--- src/rtl/mmm_pe_sequencer_if.sv ---
// rtl/mmm_pe_sequencer_if.sv - control/status bundle between a Montgomery PE sequencer and its environment
//
// Purpose: groups the enable/back-pressure/config inputs and the phase, index
//          and strobe outputs of mmm_pe_sequencer into one interface.
// Ports (signals):
//   E_IN, HOLD, NWORDS, STALL_CYC           environment -> sequencer
//   PHASE, DIG_IDX, WORD_IDX, INIT, Q_WR,
//   CARRY_WR, PASS_WORD, E_OUT, DONE,
//   PASS_CNT, ERR                           sequencer -> environment
// Modports: master drives the inputs (upstream PE / bench), slave is the sequencer.
interface mmm_pe_sequencer_if #(
    parameter int DW  = 3,
    parameter int NWW = 7,
    parameter int SW  = 8,
    parameter int PW  = 16
);
    logic           E_IN;
    logic           HOLD;
    logic [NWW-1:0] NWORDS;
    logic [SW-1:0]  STALL_CYC;
    logic [1:0]     PHASE;
    logic [DW-1:0]  DIG_IDX;
    logic [NWW-1:0] WORD_IDX;
    logic           INIT;
    logic           Q_WR;
    logic           CARRY_WR;
    logic           PASS_WORD;
    logic           E_OUT;
    logic           DONE;
    logic [PW-1:0]  PASS_CNT;
    logic           ERR;

    modport master (
        output E_IN, HOLD, NWORDS, STALL_CYC,
        input  PHASE, DIG_IDX, WORD_IDX, INIT, Q_WR, CARRY_WR,
               PASS_WORD, E_OUT, DONE, PASS_CNT, ERR
    );

    modport slave (
        input  E_IN, HOLD, NWORDS, STALL_CYC,
        output PHASE, DIG_IDX, WORD_IDX, INIT, Q_WR, CARRY_WR,
               PASS_WORD, E_OUT, DONE, PASS_CNT, ERR
    );
endinterface

--- src/rtl/mmm_pe_sequencer.sv ---
// rtl/mmm_pe_sequencer.sv - control sequencer for one scalable radix-4 Montgomery PE
//
// Purpose: steps a PE through IDLE -> TASK_X -> TASK_Y (NWORDS words) -> STALL
//          -> TASK_X ..., generating digit/word indices, phase, the datapath
//          strobes and the downstream enable. Counts completed sweeps and flags
//          illegal word counts.
// Ports:
//   CLK    rising-edge clock
//   RST    asynchronous active-high reset
//   bus    mmm_pe_sequencer_if.slave
//          in : E_IN (low = flush to IDLE), HOLD (freeze), NWORDS, STALL_CYC
//          out: PHASE, DIG_IDX, WORD_IDX, INIT, Q_WR, CARRY_WR, PASS_WORD,
//               E_OUT, DONE, PASS_CNT, ERR
module mmm_pe_sequencer #(
    parameter int K        = 1024,
    parameter int W        = 16,
    parameter int DIGITS   = W / 2 - 1,
    parameter int MAXWORDS = K / W,
    parameter int DW       = $clog2(DIGITS),
    parameter int NWW      = $clog2(MAXWORDS) + 1,
    parameter int SW       = 8,
    parameter int PW       = 16
) (
    input  logic               CLK,
    input  logic               RST,
    mmm_pe_sequencer_if.slave  bus
);

    typedef enum logic [1:0] {
        S_IDLE  = 2'b00,
        S_TASKX = 2'b01,
        S_TASKY = 2'b10,
        S_STALL = 2'b11
    } phase_t;

    localparam logic [DW-1:0]  DIG_LAST = DW'(DIGITS - 1);
    localparam logic [NWW-1:0] NW_MAX   = NWW'(MAXWORDS);

    phase_t          phase_q, phase_d;
    logic [DW-1:0]   dig_q, dig_d;
    logic [NWW-1:0]  word_q, word_d;
    logic [SW-1:0]   stall_q, stall_d;
    logic            eout_q, eout_d;
    logic [PW-1:0]   pass_q, pass_d;
    logic            err_q, err_d;
    logic [NWW-1:0]  nw_sh_q, nw_sh_d;
    logic [SW-1:0]   st_sh_q, st_sh_d;

    logic            dig_last;
    logic            active;

    always_ff @(posedge CLK or posedge RST) begin
        if (RST) begin
            phase_q <= S_IDLE;
            dig_q   <= '0;
            word_q  <= '0;
            stall_q <= '0;
            eout_q  <= 1'b0;
            pass_q  <= '0;
            err_q   <= 1'b0;
            nw_sh_q <= '0;
            st_sh_q <= '0;
        end else begin
            phase_q <= phase_d;
            dig_q   <= dig_d;
            word_q  <= word_d;
            stall_q <= stall_d;
            eout_q  <= eout_d;
            pass_q  <= pass_d;
            err_q   <= err_d;
            nw_sh_q <= nw_sh_d;
            st_sh_q <= st_sh_d;
        end
    end

    assign dig_last = (dig_q == DIG_LAST);

    always_comb begin
        phase_d = phase_q;
        dig_d   = dig_q;
        word_d  = word_q;
        stall_d = stall_q;
        eout_d  = eout_q;
        pass_d  = pass_q;
        err_d   = err_q;
        nw_sh_d = nw_sh_q;
        st_sh_d = st_sh_q;

        if (!bus.E_IN) begin
            // Flush beats HOLD and also swallows a coincident sweep completion.
            phase_d = S_IDLE;
            dig_d   = '0;
            word_d  = '0;
            stall_d = '0;
            eout_d  = 1'b0;
        end else if (!bus.HOLD) begin
            unique case (phase_q)
                S_IDLE: begin
                    nw_sh_d = bus.NWORDS;
                    st_sh_d = bus.STALL_CYC;
                    if (bus.NWORDS == '0 || bus.NWORDS > NW_MAX) begin
                        err_d = 1'b1;
                    end else begin
                        phase_d = S_TASKX;
                        dig_d   = '0;
                    end
                end
                S_TASKX: begin
                    if (dig_last) begin
                        eout_d  = 1'b1;
                        word_d  = nw_sh_q;
                        dig_d   = '0;
                        phase_d = S_TASKY;
                    end else begin
                        dig_d = dig_q + DW'(1);
                    end
                end
                S_TASKY: begin
                    if (dig_last) begin
                        dig_d = '0;
                        if (word_q > NWW'(1)) begin
                            word_d = word_q - NWW'(1);
                        end else begin
                            word_d = '0;
                            pass_d = pass_q + PW'(1);
                            if (st_sh_q != '0) begin
                                phase_d = S_STALL;
                                stall_d = st_sh_q;
                            end else begin
                                phase_d = S_TASKX;
                            end
                        end
                    end else begin
                        dig_d = dig_q + DW'(1);
                    end
                end
                S_STALL: begin
                    // stall_q was loaded with the shadow length on entry, so
                    // the phase lasts exactly that many cycles.
                    if (stall_q <= SW'(1)) begin
                        stall_d = '0;
                        dig_d   = '0;
                        phase_d = S_TASKX;
                    end else begin
                        stall_d = stall_q - SW'(1);
                    end
                end
                default: phase_d = S_IDLE;
            endcase
        end
    end

    // Strobes decode registered state only; HOLD masks them so a frozen
    // cycle never writes the register files twice.
    assign active = !bus.HOLD && (phase_q == S_TASKX || phase_q == S_TASKY);

    assign bus.PHASE     = phase_q;
    assign bus.DIG_IDX   = dig_q;
    assign bus.WORD_IDX  = word_q;
    assign bus.INIT      = active && (dig_q == '0);
    assign bus.Q_WR      = active && (phase_q == S_TASKX);
    assign bus.CARRY_WR  = active;
    assign bus.PASS_WORD = active && dig_last;
    assign bus.E_OUT     = eout_q;
    assign bus.DONE      = active && (phase_q == S_TASKY) && dig_last && (word_q == NWW'(1));
    assign bus.PASS_CNT  = pass_q;
    assign bus.ERR       = err_q;

endmodule

--- src/flat_wrapper.sv ---
// flat-port wrapper written by rule: the top's interface ports become plain ports
module mmm_pe_sequencer_flat 
#(
    parameter int K        = 1024,
    parameter int W        = 16,
    parameter int DIGITS   = W / 2 - 1,
    parameter int MAXWORDS = K / W,
    parameter int DW       = $clog2(DIGITS),
    parameter int NWW      = $clog2(MAXWORDS) + 1,
    parameter int SW       = 8,
    parameter int PW       = 16
)
  (CLK, RST, bus_E_IN, bus_HOLD, bus_NWORDS, bus_STALL_CYC, bus_PHASE, bus_DIG_IDX, bus_WORD_IDX, bus_INIT, bus_Q_WR, bus_CARRY_WR, bus_PASS_WORD, bus_E_OUT, bus_DONE, bus_PASS_CNT, bus_ERR);
  mmm_pe_sequencer_if #(.DW(DW), .NWW(NWW), .SW(SW), .PW(PW)) bus_i ();
  input  logic CLK;
  input  logic RST;
  input wire logic [$bits(bus_i.E_IN)-1:0] bus_E_IN;
  input wire logic [$bits(bus_i.HOLD)-1:0] bus_HOLD;
  input wire logic [$bits(bus_i.NWORDS)-1:0] bus_NWORDS;
  input wire logic [$bits(bus_i.STALL_CYC)-1:0] bus_STALL_CYC;
  output wire logic [$bits(bus_i.PHASE)-1:0] bus_PHASE;
  output wire logic [$bits(bus_i.DIG_IDX)-1:0] bus_DIG_IDX;
  output wire logic [$bits(bus_i.WORD_IDX)-1:0] bus_WORD_IDX;
  output wire logic [$bits(bus_i.INIT)-1:0] bus_INIT;
  output wire logic [$bits(bus_i.Q_WR)-1:0] bus_Q_WR;
  output wire logic [$bits(bus_i.CARRY_WR)-1:0] bus_CARRY_WR;
  output wire logic [$bits(bus_i.PASS_WORD)-1:0] bus_PASS_WORD;
  output wire logic [$bits(bus_i.E_OUT)-1:0] bus_E_OUT;
  output wire logic [$bits(bus_i.DONE)-1:0] bus_DONE;
  output wire logic [$bits(bus_i.PASS_CNT)-1:0] bus_PASS_CNT;
  output wire logic [$bits(bus_i.ERR)-1:0] bus_ERR;
  assign bus_i.E_IN = bus_E_IN;
  assign bus_i.HOLD = bus_HOLD;
  assign bus_i.NWORDS = bus_NWORDS;
  assign bus_i.STALL_CYC = bus_STALL_CYC;
  assign bus_PHASE = bus_i.PHASE;
  assign bus_DIG_IDX = bus_i.DIG_IDX;
  assign bus_WORD_IDX = bus_i.WORD_IDX;
  assign bus_INIT = bus_i.INIT;
  assign bus_Q_WR = bus_i.Q_WR;
  assign bus_CARRY_WR = bus_i.CARRY_WR;
  assign bus_PASS_WORD = bus_i.PASS_WORD;
  assign bus_E_OUT = bus_i.E_OUT;
  assign bus_DONE = bus_i.DONE;
  assign bus_PASS_CNT = bus_i.PASS_CNT;
  assign bus_ERR = bus_i.ERR;
  mmm_pe_sequencer #(.K(K), .W(W), .DIGITS(DIGITS), .MAXWORDS(MAXWORDS), .DW(DW), .NWW(NWW), .SW(SW), .PW(PW)) u_core (.CLK(CLK), .RST(RST), .bus(bus_i));
endmodule
--- config.mk ---
export PLATFORM = sky130hd
export DESIGN_NAME = mmm_pe_sequencer_flat
export DESIGN_NICKNAME = d
export VERILOG_FILES = /design/src/rtl/mmm_pe_sequencer_if.sv /design/src/rtl/mmm_pe_sequencer.sv /design/src/flat_wrapper.sv
export SDC_FILE = /design/constraint.sdc
export NUM_CORES = 1
export LEC_CHECK = 0
export CAP_MARGIN = 25
export CORE_ASPECT_RATIO = 1.4
export CORE_MARGIN = 4
export CORE_UTILIZATION = 55
export CTS_CLUSTER_DIAMETER = 40
export DETAILED_ROUTE_END_ITERATION = 10
export GPL_ROUTABILITY_DRIVEN = 1
export PLACE_DENSITY = 0.93
export SYNTH_ARGS = -nofsm -noshare
export SYNTH_HDL_FRONTEND = slang
export SYNTH_SLANG_ARGS = --single-unit
--- constraint.sdc ---
create_clock -name CLK -period 6.9 [get_ports CLK]
set_input_delay 2.07 -clock CLK [delete_from_list [all_inputs] [get_ports CLK]]
set_output_delay 2.07 -clock CLK [all_outputs]
set_load 0.01 [all_outputs]
### Yosys cells after proc, flatten, opt, wreduce, memory -nomap -nowiden

Index checks and enable logic that the tools add are counted.

| storage, ports and cells | value |
|---|---|
| flip-flop bits (word level) | 53 |
| input bits | 19 |
| logic and storage cells | 89 |
| output and inout bits | 35 |

| cells by class | value |
|---|---|
| reductions and logical operators | 23 |
| eq/ne operators | 16 |
| bitwise logic cells | 2 |
| add/subtract/negate cells | 4 |
| order comparisons | 3 |
| muxes and demuxes | 32 |

Operators by type and width:

| operator | number |
|---|---|
| 8-bit two-way mux | 6 |
| 7-bit two-way mux | 5 |
| 16-bit by 1-bit adder with 16-bit output, second input constant | 1 |
| 2-bit two-way mux | 8 |
| 8-bit one-hot mux with 2 select lines | 1 |
| 3-bit two-way mux | 5 |
| 7-bit one-hot mux with 2 select lines | 1 |
| 3-bit by 2-bit != test with 1-bit output, second input constant | 4 |
| 5-bit AND reduction | 2 |
| 3-bit one-hot mux with 3 select lines | 1 |
| 3-bit AND reduction | 3 |
| 8-bit by 1-bit less-or-equal comparator with 1-bit output, second input constant | 1 |
| 2-bit one-hot mux with 4 select lines | 1 |
| 4-bit AND reduction | 2 |
| 8-bit nonzero test | 1 |
| 8-bit by 1-bit subtractor with 8-bit output, second input constant | 1 |
| 7-bit by 1-bit == test with 1-bit output, second input constant | 1 |
| 7-bit by 1-bit greater-than comparator with 1-bit output, second input constant | 1 |
| 7-bit greater-than comparator, second input constant | 1 |
| 1-bit logical AND | 7 |
| 7-bit logical NOT | 1 |
| 7-bit by 1-bit subtractor with 7-bit output, second input constant | 1 |
| 3-bit by 1-bit != test with 1-bit output, second input constant | 2 |
| 3-bit != test, second input constant | 2 |
| 14 further kinds | 21 |

### Longest topological paths before layout

| logic depth | value |
|---|---|
| word-level depth | 7 |
| depth in mapped cells | 9 |
| depth with buffers taken out | 7 |

### Least setup slack after synthesis

Ideal clock, no wire load.

| timing | value |
|---|---|
| path type | in2out |
| from | input bus_HOLD |
| to | output bus_DONE |
| stages | 2 |
| data arrival time | 2.665 ns |
| slack | 2.165 ns |
| data required time | 4.830 ns |
| path buffers | 0 |
| cells stage by stage | nand4bb_1 > nor3_1 |

| on the way | value |
|---|---|
| cells in the longest elaborated chain, start to end | 5 |

RTL lines:

| element | RTL line | RTL |
|---|---|---|
| start, declared | flat_wrapper.sv:18 | `input wire logic [$bits(bus_i.HOLD)-1:0] bus_HOLD;` |
| 1-bit logical NOT | -- |  |
| 1-bit logical AND | mmm_pe_sequencer.sv:155 | `assign active = !bus.HOLD && (phase_q == S_TASKX \|\| phase_q == S_TASKY);` |
| 1-bit logical AND (3 in a row) | mmm_pe_sequencer.sv:165 | `assign bus.DONE = active && (phase_q == S_TASKY) && dig_last && (word_q == NWW'(1));` |
| end, declared | flat_wrapper.sv:29 | `output wire logic [$bits(bus_i.DONE)-1:0] bus_DONE;` |

No other way between the ends.

### Final worst setup path

Ends and elaborated chain as after synthesis.

==> flow_metrics.tcl <==
set metrics [dict create \
    min_to "u_core.bus.PASS_CNT[15]$_DFFE_PP0P_" \
    num_io_pins 54 \
    rsz0062_at_grt "no" \
    routed_wl_um 6810 \
    syn-num-nets 309 \
    r2r_cells 5 \
    tns_ns 0 \
    timing.final.crit_period_ns 5.85 \
    startpoint "bus_HOLD" \
    setup.worst_path.class "primary input to primary output" \
    syn_area_um2 2890 \
    place_ws_ns 1.07 \
    synth_edf_count 0 \
    post-synth-top-count-cell "dfrtp_1" \
    clkSlewWorstSetupHoldPaths_ns 0.10 \
    ctsHoldBuffers 0 \
    areaGrowthSynthToFinish_pct 23.9 \
    overflow 0 \
    port_buffers 53 \
    reg2reg_slack_ns 4.46 \
    top_usage_layer "met2" \
    cts-buffers-inserted 5 \
    final_cells 400 \
    min_from "u_core.bus.PASS_CNT[15]$_DFFE_PP0P_" \
    ctsRootBufferMaster "clkbuf_8" \
    cap_violations 0 \
    fin_nets 362 \
    post_cts_buffers 0 \
    yosysTopAreaCellShare_pct 45.9 \
    core_area_um2 5120 \
    ant_nets 0 \
    synth_area_leaders "dfrtp_1, mux2_2, ha_1" \
    cp-end-kind "primary output" \
    start_util_pct 56.5 \
    clkSinkCount 53 \
    die_h_um 93.8 \
    synth_commonest_cells "dfrtp_1, nor2_1, inv_1" \
    dr.pass1.iters 4 \
    met2_usage_pct 37.9 \
    async_reset_ff_share_pct 100 \
    final_util_pct 70.0 \
    ys_warn_count 0 \
    whs_path_depth 1 \
    grt_use_met3_pct 4.39 \
    synth_largest_area_cell "dfrtp_1" \
    run_status "completed" \
    die_area_um2 6490 \
    grt_usage_pct 21.7 \
    vdd.ir_drop.worst_uv 165 \
    hp-class "register to register" \
    max_freq_mhz 171 \
    critPathLaunchType "primary input" \
    yosys.cell_types.count 52 \
    post_cts_resized 0 \
    fin_worst_skew_ns 0.00278 \
    drive_gt1_share_pct 10.8 \
    clock_latency_ns 0.31 \
    cp.required_ns 4.83 \
    clockBufferDepth 2 \
    p_leak_nw 1.54 \
    worst_pin_slew_ns 0.773 \
    htree_levels 2 \
    finalWorstSetupSlack_ns 1.05 \
    r2r_start "u_core.stall_q[4]$_DFFE_PP0P_" \
    slew_violations 0 \
    num_rows 31 \
    ys_seq_elements 53 \
    synthCells 280 \
    grt_pass1_vias 2514 \
    finalCritPeriodShare_pct 84.8 \
    drc 0 \
    cts_tree "built" \
    hpwl_um 5080 \
    die_w_um 69.3 \
    grt_pass1_wl_um 11400 \
    syn_area_per_cell_um2 10.3 \
    synth-main-ff-cell "dfrtp_1" \
    arrival_ns 3.78 \
    hold_ws_ns 0.470 \
    grtUsageMet1_pct 25.4 \
    reg2reg_to "u_core.bus.PHASE[1]$_DFFE_PP0P_" \
    setup_viol 0 \
    place_inst 392 \
    gp_congestion 0.906 \
    detail_route.wl_per_cell_um 17.0 \
    cp_max_fo 6 \
    grt_max_degree 30 \
    final-hold-violation-count 0 \
    antenna_found_initial 0 \
    drt_iter0_drc 123 \
    synth.yosys.seq_area_share_pct 45.9 \
    relSlewSlack_pct 48.3 \
    power_density_nw_per_um2 221 \
    diodes 0 \
    avgViaCountPerCell 6.11 \
    via_count 2445 \
]
sequential cells by signal, summed over array words and instances, names as in the netlist:
register,flops
u_core.bus.PASS_CNT,16
u_core.st_sh_q,8
u_core.stall_q,8
u_core.bus.WORD_IDX,7
u_core.nw_sh_q,7
u_core.bus.DIG_IDX,3
u_core.bus.PHASE,2
u_core.bus.ERR,1
u_core.bus.E_OUT,1
routing by layer:
layer | vias up | part of all wire, %
li1 | 1120 | -
met1 | 1209 | 39
met2 | 98 | 52
met5 | - | 0
met3 | 18 | 6.2
met4 | 0 | 2.4
layout make-up:
type,count,area [um^2]
clock buffers,6,82.6
multi-input cells,202,1460
repair buffers,54,551
flip-flops and latches,53,1330
fillers,393,1540
well taps,66,82.6
inverters,17,63.8
clock inverters,2,13.8
cell families after synthesis:
logic type / Yosys count / synth area share [%]
AOI/OAI and AO/OA: 63 / 16.1
xor gates and xnor gates: 18 / 5.45
adders and majority gates: 10 / 4.33
buffers and inverters: 25 / 3.51
DFF: 53 / 45.9
muxes: 19 / 7.45
and+or+nand+nor: 92 / 17.2
metrics by stage:
stage / instance area [um^2] / power, mW
6_report: 3580 / 0.792
5_1_grt: 3580 / 0.833
4_1_cts: 3580 / 0.793
3_5_place_dp: 3490 / 0.609
3_3_place_gp: 3470 / 0.596
2_1_floorplan: 2890 / 0.533
worst max-delay path by stage:
stage / slack, ns / depth (start not counted) / to
floorplan: 2.17 / 2 / bus_DONE
global placement: 1.11 / 4 / bus_DONE
detailed placement: 1.07 / 4 / bus_DONE
CTS: 1.06 / 4 / bus_DONE
global route: 0.97 / 4 / bus_DONE
finish: 1.05 / 4 / bus_DONE
critical path, stage by stage:
cell and delay, ns:
clkdlybuf4s50_1 0.53, nand4bb_1 0.39, nor3_1 0.24, clkdlybuf4s50_1 0.56
placed cells by master, fill, tap and decap left out, types with 6 or more instances in the layout:
cell	count
xnor2_1	10
nand2_1	16
inv_1	16
nand3_1	8
a22o_1	13
a21oi_1	7
nor3_1	7
nand4_1	6
ha_1	10
clkdlybuf4s50_1	53
nor2_1	26
clkbuf_8	6
o21ai_0	10
xor2_1	8
dfrtp_1	53
mux2_2	16
power breakdown:
part	leakage [nW]	internal, mW	switching (mW)	total, mW
registers	0.686	0.352	0.0432	0.395
logic	0.807	0.110	0.101	0.211
clock network	0.0512	0.0816	0.105	0.186
No activity file was read; power rests on OpenSTA's default activity.
